File: src/rtl/ice_bus_target.sv
// ICE bus target: shifts in serial debug frames, executes ping/read/write/control, shifts out a 17-bit response.
// Optional ICE_BUS_PARITY_EN: 35-bit frames whose last bit is even parity over the first 34.
module ice_bus_target #(
  parameter int unsigned TIMEOUT_CYCLES = 255,
  parameter logic [15:0] ERR_VALUE      = 16'hDEAD
) (
  input  logic        CLK,
  input  logic        RST,
  input  logic        ICE_BUS_CMD,
  input  logic        ICE_BUS_FROMICE,
  output logic        ICE_BUS_RESP,
  output logic        ICE_BUS_TOICE,
  output logic        MEM_REQ,
  output logic        MEM_WE,
  output logic [15:0] MEM_ADDR,
  output logic [15:0] MEM_WDATA,
  input  logic        MEM_ACK,
  input  logic [15:0] MEM_RDATA,
  output logic        CORE_RESET,
  output logic        CORE_HALT,
  output logic [7:0]  ERR_CNT
);

`ifdef ICE_BUS_PARITY_EN
  localparam int FRAME_BITS = 35;
`else
  localparam int FRAME_BITS = 34;
`endif
  localparam logic [5:0]  LAST_BIT = 6'(FRAME_BITS - 1);
  localparam logic [15:0] TMR_LOAD = 16'(TIMEOUT_CYCLES - 1);

  localparam logic [1:0] OP_READ  = 2'b01;
  localparam logic [1:0] OP_WRITE = 2'b10;
  localparam logic [1:0] OP_CTRL  = 2'b11;

  typedef enum logic [2:0] {IDLE, SHIFT_IN, EXEC, WAIT_ACK, SHIFT_OUT, DRAIN} state_t;
  state_t state_q, state_d;

  logic [FRAME_BITS-1:0] frame_q;
  logic [5:0]            bit_cnt_q;
  logic [15:0]           tmr_q;
  logic [16:0]           rsp_sr_q;
  logic [4:0]            rsp_cnt_q;
  logic                  req_q, we_q, resp_q, core_reset_q, core_halt_q;
  logic [15:0]           addr_q, wdata_q;
  logic [7:0]            err_cnt_q;

  logic [1:0]  f_op;
  logic [15:0] f_addr, f_data;
  logic        frame_ok, is_mem, tmr_zero;

  logic        shift_en, drop, par_err, ctrl_upd, mem_start, mem_done, rsp_load;
  logic [16:0] rsp_val;

  // Fields sit above the optional parity bit, MSB first.
  assign f_op   = frame_q[FRAME_BITS-1 -: 2];
  assign f_addr = frame_q[FRAME_BITS-3 -: 16];
  assign f_data = frame_q[FRAME_BITS-19 -: 16];

`ifdef ICE_BUS_PARITY_EN
  assign frame_ok = ~(^frame_q);
`else
  assign frame_ok = 1'b1;
`endif

  assign is_mem   = frame_ok && ((f_op == OP_READ) || (f_op == OP_WRITE));
  assign tmr_zero = (tmr_q == 16'd0);

  always_ff @(posedge CLK or posedge RST) begin
    if (RST) state_q <= IDLE;
    else     state_q <= state_d;
  end

  always_comb begin
    state_d = state_q;
    case (state_q)
      IDLE:      if (ICE_BUS_CMD) state_d = SHIFT_IN;
      SHIFT_IN: begin
        if (!ICE_BUS_CMD)                state_d = IDLE;
        else if (bit_cnt_q == LAST_BIT)  state_d = EXEC;
      end
      EXEC:      state_d = is_mem ? WAIT_ACK : SHIFT_OUT;
      WAIT_ACK:  if (MEM_ACK || tmr_zero) state_d = SHIFT_OUT;
      SHIFT_OUT: if (rsp_cnt_q == 5'd0) state_d = DRAIN;
      DRAIN:     if (!ICE_BUS_CMD) state_d = IDLE;
      default:   state_d = IDLE;
    endcase
  end

  always_comb begin
    shift_en  = 1'b0;
    drop      = 1'b0;
    par_err   = 1'b0;
    ctrl_upd  = 1'b0;
    mem_start = 1'b0;
    mem_done  = 1'b0;
    rsp_load  = 1'b0;
    rsp_val   = 17'd0;
    case (state_q)
      IDLE:     shift_en = ICE_BUS_CMD;
      SHIFT_IN: begin
        shift_en = ICE_BUS_CMD;
        drop     = !ICE_BUS_CMD;
      end
      EXEC: begin
        if (!frame_ok) begin
          par_err  = 1'b1;
          rsp_load = 1'b1;
          rsp_val  = {1'b1, ERR_VALUE};
        end else if (is_mem) begin
          mem_start = 1'b1;
        end else if (f_op == OP_CTRL) begin
          ctrl_upd = 1'b1;
          rsp_load = 1'b1;
          rsp_val  = {15'd0, f_data[1:0]};
        end else begin
          rsp_load = 1'b1;
          rsp_val  = {15'd0, core_halt_q, core_reset_q};
        end
      end
      // An ack in the timeout cycle still counts as success.
      WAIT_ACK: begin
        if (MEM_ACK) begin
          mem_done = 1'b1;
          rsp_load = 1'b1;
          rsp_val  = {1'b0, we_q ? wdata_q : MEM_RDATA};
        end else if (tmr_zero) begin
          mem_done = 1'b1;
          rsp_load = 1'b1;
          rsp_val  = {1'b1, ERR_VALUE};
        end
      end
      default: ;
    endcase
  end

  always_ff @(posedge CLK or posedge RST) begin
    if (RST) begin
      frame_q      <= '0;
      bit_cnt_q    <= 6'd0;
      tmr_q        <= 16'd0;
      rsp_sr_q     <= 17'd0;
      rsp_cnt_q    <= 5'd0;
      req_q        <= 1'b0;
      we_q         <= 1'b0;
      resp_q       <= 1'b0;
      core_reset_q <= 1'b0;
      core_halt_q  <= 1'b0;
      addr_q       <= 16'd0;
      wdata_q      <= 16'd0;
      err_cnt_q    <= 8'd0;
    end else begin
      if (shift_en) begin
        frame_q   <= {frame_q[FRAME_BITS-2:0], ICE_BUS_FROMICE};
        bit_cnt_q <= (state_q == IDLE) ? 6'd1 : bit_cnt_q + 6'd1;
      end
      if ((drop || par_err) && (err_cnt_q != 8'hFF)) err_cnt_q <= err_cnt_q + 8'd1;
      if (ctrl_upd) begin
        core_reset_q <= f_data[0];
        core_halt_q  <= f_data[1];
      end
      if (mem_start) begin
        req_q   <= 1'b1;
        we_q    <= (f_op == OP_WRITE);
        addr_q  <= f_addr;
        wdata_q <= f_data;
        tmr_q   <= TMR_LOAD;
      end else if ((state_q == WAIT_ACK) && !tmr_zero) begin
        tmr_q <= tmr_q - 16'd1;
      end
      if (mem_done) req_q <= 1'b0;
      // Shifting zeros in leaves TOICE low once the 17th bit has gone out.
      if (rsp_load) begin
        rsp_sr_q  <= rsp_val;
        rsp_cnt_q <= 5'd16;
        resp_q    <= 1'b1;
      end else if (state_q == SHIFT_OUT) begin
        rsp_sr_q <= {rsp_sr_q[15:0], 1'b0};
        if (rsp_cnt_q == 5'd0) resp_q    <= 1'b0;
        else                   rsp_cnt_q <= rsp_cnt_q - 5'd1;
      end
    end
  end

  assign ICE_BUS_RESP  = resp_q;
  assign ICE_BUS_TOICE = rsp_sr_q[16];
  assign MEM_REQ       = req_q;
  assign MEM_WE        = we_q;
  assign MEM_ADDR      = addr_q;
  assign MEM_WDATA     = wdata_q;
  assign CORE_RESET    = core_reset_q;
  assign CORE_HALT     = core_halt_q;
  assign ERR_CNT       = err_cnt_q;

endmodule

File: config.mk
export PLATFORM = sky130hd
export DESIGN_NAME = ice_bus_target
export DESIGN_NICKNAME = d
export VERILOG_FILES = /design/src/rtl/ice_bus_target.sv
export SDC_FILE = /design/constraint.sdc
export NUM_CORES = 1
export LEC_CHECK = 0
export ABC_AREA = 1
export ABC_CLOCK_PERIOD_IN_PS = 6900
export CAP_MARGIN = 5
export CORE_ASPECT_RATIO = 0.6
export CORE_MARGIN = 2
export CORE_UTILIZATION = 25
export CTS_BUF_LIST = sky130_fd_sc_hd__clkbuf_4
export DETAILED_ROUTE_END_ITERATION = 7
export GPL_TIMING_DRIVEN = 0
export PLACE_DENSITY_LB_ADDON = 0.12
export SETUP_SLACK_MARGIN = 0.15
export SLEW_MARGIN = 20
export SYNTH_ARGS = -nofsm -noshare
export SYNTH_HDL_FRONTEND = slang
export SYNTH_SLANG_ARGS = --single-unit
export TNS_END_PERCENT = 30
File: constraint.sdc
create_clock -name CLK -period 6.9 [get_ports CLK]
set_input_delay 1.035 -clock CLK [delete_from_list [all_inputs] [get_ports CLK]]
set_output_delay 1.035 -clock CLK [all_outputs]
set_load 0.02 [all_outputs]
==> flow_metrics.py <==
metrics = {
    "drt": {
        "drcViolationCount": 0,
        "drtIter0Drc": 306,
        "wl_um": 17400,
        "ant_nets": 0,
        "dr.pass1.iters": 5,
        "dr_wl_met2_um": 6630,
        "wl_met3_um": 656,
        "top_layer_used": "met4",
        "num_vias": 5119,
        "via_per_inst": 4.35,
        "met1_length_um": 9950,
        "wl_per_cell_um": 14.8,
    },
    "synthesis": {
        "synth_area_leaders": "dfrtp_1 52%, nand2_1 14%, o21ai_0 5.7%, inv_1 5.2%, nand3_1 4.3%",
        "synth_area_um2": 6100,
        "postSynthAreaPerCell_um2": 8.08,
        "synth_warnings": 0,
        "synth_area_leader_cell": "dfrtp_1",
        "synth_sequential_area_ratio_pct": 51.7,
        "synth_top_area_share_pct": 51.7,
        "synth_nets": 786,
        "ys_ff_latch": 126,
        "synthDistinctLibCells": 37,
        "syn-instance-count": 755,
    },
    "critical_path": {
        "crit_chain": "clkdlybuf4s50_1",
        "critPathBufInv": 1,
        "max_stage_delay_ns": 0.65,
        "regToRegEndpoint": "state_q[2]",
        "required_ns": 5.86,
        "cp-startpoint": "MEM_WDATA[4]",
        "cp.depth": 1,
        "r2r_cells": 10,
        "crit_path_max_fanout": 3,
        "slowest_stage": "clkdlybuf4s50_1",
        "worst_setup_path_start_kind": "register",
        "arrival_ns": 1.70,
        "reg2reg_from": "tmr_q[0]",
        "cp-end-kind": "primary output",
        "path_class": "reg2out",
        "crit_family": "buffers and inverters",
        "endpoint": "MEM_WDATA[4]",
        "reg2reg_slack_ns": 4.85,
    },
    "global_routing": {
        "antenna_found_initial": 1,
        "overflow": 0,
        "grtUsageTotal_pct": 14.4,
        "grt_start_max_net_pins": 76,
        "grt_pass1_wl_um": 28500,
        "grt_pass1_vias": 5152,
    },
    "placed_design": {
        "gp_congestion": 0.771,
        "placed_cells_incl_taps": 1144,
        "numPortBuffers": 66,
        "pre_cts_slack_ns": 3.96,
        "dp_hpwl_um": 12800,
        "dpl_cell_area_um2": 7200,
    },
    "die": {
        "initial_core_util_pct": 25.4,
        "core_um2": 24100,
        "die_h_um": 125,
        "top_level_ports": 67,
        "row_count": 44,
        "die_area_um2": 25700,
        "die_w_um": 206,
    },
    "sta": {
        "period_share_pct": 39.7,
        "report.final.slew_viol_count": 0,
        "fmax_ghz": 0.365,
        "relSlewSlack_pct": 61.8,
        "setup_tns_ns": 0,
        "clock_skew_ns": 0.0253,
        "max_slew.worst_pin.slew_ns": 0.573,
        "rsz0062_at_grt": "no",
        "setup_viol": 0,
        "hold_viol": 0,
        "period_minus_slack_ns": 2.74,
        "layout_setup_ws_ns": 4.16,
    },
    "clock_tree": {
        "hold_buffers": 0,
        "path_clk_slew_ns": 0.14,
        "clk_latency_ns": 0.57,
        "cts_inserted_buffers": 17,
        "cts_sinks": 126,
        "cts_buffer_depth": 2,
        "cts_tree": "done",
        "post_cts_resize_count": 0,
        "cts_root_buf": "clkbuf_4",
        "post_cts_buffers": 0,
        "cts-htree-levels": 4,
    },
    "pwr": {
        "power_density_nw_per_um2": 283,
        "peakVddDrop_v": 0.000113,
        "leakagePower_nw": 3.52,
    },
    "run_status": {
        "run_status": "finished clean",
    },
    "cells_and_area": {
        "layout-area-overhead-vs-synth_pct": 23.0,
        "drive_gt1_share_pct": 8.68,
        "final_area_um2": 7500,
        "num-nets-final": 872,
        "stdcell_count": 1177,
        "final_common_cell": "nand2_1",
        "most-common-layout-cells": "221 x nand2_1, 126 x dfrtp_1, 83 x inv_1, 69 x o21ai_0, 66 x clkdlybuf4s50_1",
    },
    "min_path": {
        "min-delay-path-class": "reg2reg",
    },
    "flow_run": {
        "maxCapViolCount": 0,
    },
}
[through the flow]
stage	utilization, %	hold slack [ns]	total power [mW]
finish	31.2	0.498	2.12
global placement	29.8	0.467	1.58
detailed placement	29.9	0.474	1.58
CTS	31.2	0.504	2.16
global route	31.2	0.528	2.31
floorplan	-	0.453	1.38
[metal layers]
metal / GRT usage [%] / vias to the layer above
li1: - / 2598
met1: 23.1 / 2437
met2: 18.5 / 76
met3: 3.83 / 8
met4: 3.55 / 0
met5: 0 / -
[layout make-up]
| class | count | area (um2) |
|---|---|---|
| Multi-Input combinational cell | 506 | 2440 |
| Buffer | 31 | 169 |
| Fill cell | 2638 | 16600 |
| Antenna cell | 2 | 5.00 |
| Clock buffer | 17 | 128 |
| Inverter | 92 | 353 |
| Tap cell | 322 | 403 |
| Clock inverter | 14 | 170 |
| Timing Repair Buffer | 67 | 688 |
| Sequential cell | 126 | 3150 |
[flip-flops by register name, summed over array words and instances (netlist names), 3 cells and up]
signal     cells
frame_q       34
rsp_sr_q      17
MEM_ADDR      16
MEM_WDATA     16
tmr_q         16
ERR_CNT        8
bit_cnt_q      6
rsp_cnt_q      5
state_q        3
[worst min-delay path by stage]
stage | from | endpoint | slack, ns | depth (start not counted)
floorplan | frame_q[10] | frame_q[10] | 0.45 | 2
global placement | frame_q[22] | frame_q[22] | 0.47 | 2
detailed placement | MEM_ADDR[9] | MEM_ADDR[9] | 0.47 | 2
CTS | MEM_ADDR[14] | MEM_ADDR[14] | 0.50 | 2
global route | frame_q[24] | frame_q[24] | 0.53 | 2
finish | MEM_ADDR[14] | MEM_ADDR[14] | 0.50 | 2
[kinds of logic (layout without fill, tap and decap cells)]
group | after synthesis | count (layout) | share of synthesized area (%)
adders and majority gates | 10 | 10 | 2.05
xor gates and xnor gates | 10 | 10 | 1.44
buffers and inverters | 123 | 221 | 8.43
other | 0 | 2 | 0
AOI/OAI and AO/OA | 106 | 106 | 9.06
and+or+nand+nor | 380 | 380 | 27.4
DFF | 126 | 126 | 51.7
[power by group]
part	internal [mW]	switching, mW
logic	0.220	0.386
registers	0.870	0.0849
clock network	0.249	0.314
[synthesized netlist by cell type, drive strengths merged]
cell type and count:
a211oi 1, a21oi 14, a31oi 2, buf 20, clkbuf 11, clkinv 2
dfrtp 126, ha 10, inv 90, nand2 225, nand3 53, nand3b 4
nand4 28, nor2 59, nor3 4, nor3b 1, nor4 1, o21ai 86
o22ai 1, o31ai 2, or2 5, xnor2 3, xor2 7
(Power assumes the default switching activity.)
